[config.mk]
export PLATFORM = sky130hd
export DESIGN_NAME = fetch_stage
export DESIGN_NICKNAME = d
export VERILOG_FILES = /design/src/rtl/fetch_stage_pkg.sv /design/src/rtl/fetch_ctrl.sv /design/src/rtl/fetch_stage.sv
export SDC_FILE = /design/constraint.sdc
export NUM_CORES = 1
export LEC_CHECK = 0
export CORE_MARGIN = 1
export CORE_UTILIZATION = 35
export DETAILED_ROUTE_END_ITERATION = 7
export PLACE_DENSITY = 0.72
export SYNTH_ARGS = -nofsm -noshare
export SYNTH_HDL_FRONTEND = slang
export SYNTH_SLANG_ARGS = --single-unit
[constraint.sdc]
create_clock -name clk -period 2.75 [get_ports clk]
set_input_delay 0.6875 -clock clk [delete_from_list [all_inputs] [get_ports clk]]
set_output_delay 0.6875 -clock clk [all_outputs]
set_load 0.02 [all_outputs]
[src/rtl/fetch_stage_pkg.sv]
// rtl/fetch_stage_pkg.sv - shared fetch-stage types and constants
package fetch_stage_pkg;

    typedef enum logic [1:0] {
        ST_FETCH        = 2'd0,
        ST_WAIT_DISCARD = 2'd1,
        ST_HOLD         = 2'd2
    } fetch_state_t;

    localparam logic [15:0] PC_INC = 16'd2;

    function automatic logic [15:0] align_pc(input logic [15:0] addr);
        return {addr[15:1], 1'b0};
    endfunction

endpackage

[src/rtl/fetch_ctrl.sv]
// rtl/fetch_ctrl.sv - fetch FSM: request handshake, stall hold, redirect discard
module fetch_ctrl
    import fetch_stage_pkg::*;
(
    input  logic clk,
    input  logic reset,
    input  logic jump_in,
    input  logic stall_in,
    input  logic imem_ack,
    input  logic valid_out,
    output logic imem_req,
    output logic accept,
    output logic clear_valid,
    output logic jump_now,
    output logic save_target,
    output logic resume_target
);

    fetch_state_t state, state_next;
    logic         run;

    // run keeps imem_req low until the first edge after reset release
    always_ff @(posedge clk or negedge reset) begin
        if (!reset) begin
            state <= ST_FETCH;
            run   <= 1'b0;
        end else begin
            state <= state_next;
            run   <= 1'b1;
        end
    end

    always_comb begin
        state_next    = state;
        accept        = 1'b0;
        clear_valid   = 1'b0;
        jump_now      = 1'b0;
        save_target   = 1'b0;
        resume_target = 1'b0;
        imem_req      = run && (state != ST_HOLD);

        case (state)
            ST_FETCH: begin
                if (!run) begin
                    if (jump_in) begin
                        jump_now    = 1'b1;
                        clear_valid = 1'b1;
                    end
                end else if (jump_in) begin
                    clear_valid = 1'b1;
                    if (imem_ack) begin
                        jump_now = 1'b1;
                    end else begin
                        save_target = 1'b1;
                        state_next  = ST_WAIT_DISCARD;
                    end
                end else if (stall_in && valid_out) begin
                    // the returned word cannot be delivered; it is refetched after the stall
                    if (imem_ack)
                        state_next = ST_HOLD;
                end else if (imem_ack) begin
                    accept = 1'b1;
                end else if (!stall_in) begin
                    clear_valid = 1'b1;
                end
            end
            ST_WAIT_DISCARD: begin
                if (imem_ack) begin
                    state_next = ST_FETCH;
                    if (jump_in)
                        jump_now = 1'b1;
                    else
                        resume_target = 1'b1;
                end else if (jump_in) begin
                    save_target = 1'b1;
                end
            end
            ST_HOLD: begin
                if (jump_in || !stall_in) begin
                    jump_now    = jump_in;
                    clear_valid = 1'b1;
                    state_next  = ST_FETCH;
                end
            end
            default: state_next = ST_FETCH;
        endcase
    end

endmodule

[src/rtl/fetch_stage.sv]
// rtl/fetch_stage.sv - instruction fetch stage: PC, memory request and output registers
module fetch_stage
    import fetch_stage_pkg::*;
#(
    parameter logic [15:0] RESET_PC = 16'h0000
) (
    input  logic        clk,
    input  logic        reset,
    input  logic        jump_in,
    input  logic [15:0] new_pc,
    input  logic        stall_in,
    output logic        imem_req,
    output logic [15:0] imem_addr,
    input  logic        imem_ack,
    input  logic [15:0] imem_rdata,
    output logic [15:0] pc_out,
    output logic [15:0] ir_out,
    output logic [15:0] pcp2_out,
    output logic        valid_out
);

    logic [15:0] pc;
    logic [15:0] target;
    logic        accept, clear_valid, jump_now, save_target, resume_target;

    fetch_ctrl u_ctrl (
        .clk          (clk),
        .reset        (reset),
        .jump_in      (jump_in),
        .stall_in     (stall_in),
        .imem_ack     (imem_ack),
        .valid_out    (valid_out),
        .imem_req     (imem_req),
        .accept       (accept),
        .clear_valid  (clear_valid),
        .jump_now     (jump_now),
        .save_target  (save_target),
        .resume_target(resume_target)
    );

    assign imem_addr = pc;

    // pc stays on the outstanding address during a discard; the redirect waits in target
    always_ff @(posedge clk or negedge reset) begin
        if (!reset) begin
            pc        <= RESET_PC;
            target    <= 16'h0000;
            pc_out    <= 16'h0000;
            ir_out    <= 16'h0000;
            pcp2_out  <= 16'h0000;
            valid_out <= 1'b0;
        end else begin
            if (jump_now)
                pc <= align_pc(new_pc);
            else if (resume_target)
                pc <= target;
            else if (accept)
                pc <= pc + PC_INC;

            if (save_target)
                target <= align_pc(new_pc);

            if (accept) begin
                pc_out    <= pc;
                ir_out    <= imem_rdata;
                pcp2_out  <= pc + PC_INC;
                valid_out <= 1'b1;
            end else if (clear_valid) begin
                valid_out <= 1'b0;
            end
        end
    end

endmodule

==> results of run 1 <==
## cells in the mapped netlist, types with 2 or more instances
library cell    n  area, sq um
o21ai_1         2         10.0
o21ai_0        19         95.1
o22ai_1         3         18.8
a21oi_1        16         80.1
a31oi_1         6         37.5
dfrtp_1        80         2000
nor3_2          2         20.0
a221o_1         3         30.0
o22a_1          2         17.5
o31ai_1         2         15.0
buf_6           5         56.3
nand2b_1        2         12.5
xnor2_1         8         70.1
buf_2          11         55.1
xor2_1          5         43.8
buf_4           6         45.0
conb_1          2         7.51
nand4_4         2         42.5
mux2_2         15          169
nand2_1       116          435
nor2_1         18         67.6
a22oi_1         2         15.0
a311oi_1        2         17.5
a211o_1         4         35.0
nand3_1         6         30.0
nor4_4          2         42.5
nor3_1          6         30.0
o211ai_1        3         22.5
inv_1           4         15.0
o31a_1          2         17.5
## worst max-delay path: stages, from the launching register on
cell	delay, ns
dfrtp_1	0.52
inv_1	0.14
a21boi_0	0.18
clkdlybuf4s50_1	0.63
## final timing paths
check                           startpoint       endpoint  slack (ns)  cells after the start
min in group clk                ir_out[11]     ir_out[11]        0.48                      2
setup / recovery           u_ctrl.state[0]       imem_req        0.23                      3
hold / removal                       reset     pc_out[11]        0.32                      1
setup reg to reg              imem_addr[1]  imem_addr[15]        0.64                      6
max in group asynchronous            reset     target[14]        1.81                      2
hold reg to reg                 ir_out[11]     ir_out[11]        0.48                      2
## cell usage in the layout, fill, tap and decap left out, types with 3 or more instances in the layout
master	n
inv_1	4
nor3_1	6
o22ai_1	3
clkbuf_8	10
a221o_1	3
dfrtp_1	80
mux2_2	15
conb_1	4
a31oi_1	6
clkdlybuf4s50_1	97
nand2_1	116
nand3_1	6
xor2_1	5
o21ai_0	19
xnor2_1	8
o211ai_1	3
a21oi_1	16
a211o_1	4
nor2_1	18
buf_4	11
clkinvlp_4	3
## per-stage QoR
stage          setup WS (ns)  std cells   util  power [mW]
6_report               0.234        616  0.485        3.88
5_1_grt               0.0988        616  0.485        4.10
4_1_cts                0.196        616  0.485        3.93
3_5_place_dp          0.0506        600  0.467        3.10
3_3_place_gp           0.118        600  0.467        3.06
2_1_floorplan          0.830        380      -        2.39
## cell families (layout without fill, tap and decap cells)
| kind of cell | count (synthesis) | after routing |
|---|---|---|
| simple gates | 167 | 167 |
| flops | 80 | 80 |
| compound gates | 71 | 71 |
| buf+inv | 29 | 129 |
| mux | 15 | 15 |
| xor+xnor | 13 | 13 |
| other cells | 2 | 4 |
| fa+ha+maj | 1 | 1 |
## power breakdown
group          total, mW  internal, mW  switching [mW]
clock              0.824         0.363           0.461
combinational       1.36         0.668           0.695
sequential          1.70          1.46           0.238
## final cells by class
cell class                 instances  area (sq um)
fill                             987          5340
sequential                        80          2000
multi-input combinational        271          1580
timing repair buffer             109          1070
tap                              136           170
clock buffer                      10           138
clock inverter                     6          51.3
inverter                           4          15.0
## sequential cells by signal, indices dropped and copies added (netlist names)
signal,flops
u_ctrl.state,2
target,15
ir_out,16
imem_addr,15
u_ctrl.run,1
pcp2_out,15
valid_out,1
pc_out,15
## layer usage
metal  global-route usage  share of wire  routed length (um)  vias up
li1                     -              -                   -     1468
met1                0.227           0.45                4170     1495
met2                0.282           0.48                4420       94
met3               0.0445          0.057                 533       12
met4               0.0635          0.015                 142        0
met5                    0              0                   0        -
==> results.json, run 1 <==
{
  "ys.flop_type": "dfrtp_1",
  "synthAdderAreaFrac": 0.00332,
  "slew_viol_final": 0,
  "path_clk_slew_ns": 0.08,
  "synth_compound_area_frac": 0.122,
  "ys_seq_area_frac": 0.531,
  "ctsHtreeMaxLevel": 3,
  "fin_crit_sh": 0.915,
  "routed_wl_mm": 9.27,
  "finalHoldViolCount": 0,
  "start_util": 0.363,
  "critical_path.max_fanout": 9,
  "fin_tns_setup_ns": 0,
  "end_kind": "primary output",
  "synth_edf_count": 0,
  "max_cap_viol_count": 0,
  "grt_util_all_layers": 0.175,
  "core.rowCount": 37,
  "clkSinkCount": 80,
  "clock_latency_ns": 0.36,
  "synthXorXnorAreaFrac": 0.0302,
  "total_leakage_power_nw": 2.16,
  "syn-cell-area_sq_um": 3770,
  "synth.avg_cell_area_sq_um": 9.97,
  "grt_start_max_net_pins": 44,
  "root_buffer": "clkbuf_8",
  "portBuffers": 98,
  "path_class": "reg2out",
  "fmax_ghz": 0.397,
  "hold_class": "in2async",
  "p_per_area_nw_per_um2": 773,
  "synth_top_family_by_area": "simple AND/OR/NAND/NOR gates",
  "rsz0062_at_grt": "no",
  "synth-warning-count": 0,
  "finalSetupViolations": 0,
  "die_w_um": 106,
  "drt-initial-drc-count": 112,
  "gp_congestion": 0.800,
  "cts_tree": "built",
  "core-area_sq_um": 10400,
  "wl_per_cell_um": 15.1,
  "drive_gt1_frac": 0.125,
  "whs_ns": 0.319,
  "cts_buffers": 9,
  "fin_area_sq_um": 5030,
  "antenna_found_initial": 0,
  "max_slew_margin": 0.619,
  "final_nets": 513,
  "die_area_sq_um": 11200,
  "place_area_sq_um": 4840,
  "drc": 0,
  "die_h_um": 106,
  "clk_path_buf_depth": 2,
  "syn_to_final_growth_pct": 33.4,
  "arrival_ns": 1.83,
  "grt_pass1_wl_mm": 15.3,
  "hpwl_mm": 6.69,
  "cts_resized": 0,
  "fin_crit_ns": 2.52,
  "io_pins": 103,
  "ir_drop_uv": 327,
  "antenna_cells": 0,
  "vias_per_cell": 4.98,
  "antenna_left": 0,
  "fin_worst_skew_ns": 0.00804,
  "outcome": "completed",
  "postSynth.asyncResetShare": 1.00,
  "postCtsSetupBuffers": 0,
  "firstDrtPassIters": 5,
  "grt_pass1_vias": 3027,
  "tightest_slew_ns": 0.571,
  "cp.required_ns": 2.06,
  "synth_cell_types": 52,
  "grt_overflow": 0,
  "syn-instance-count": 378,
  "cp-start-kind": "register",
  "synth-simple-area-share": 0.215,
  "hold_buffers": 0,
  "synth_mux_area_frac": 0.0448,
  "vias": 3069,
  "ys_ff_latch": 80
}
(Power assumes the default switching activity.)
==> inputs of run 2 (changes only) <==
- CAP_MARGIN: not set -> 20
==> results of run 2 <==
The final DEF is identical to that of run 1; final timing and power are the same.
==> inputs of run 3 (changes only) <==
- TNS_END_PERCENT: not set -> 100
==> results of run 3 <==
The final DEF is identical to that of run 1; final timing and power are the same.
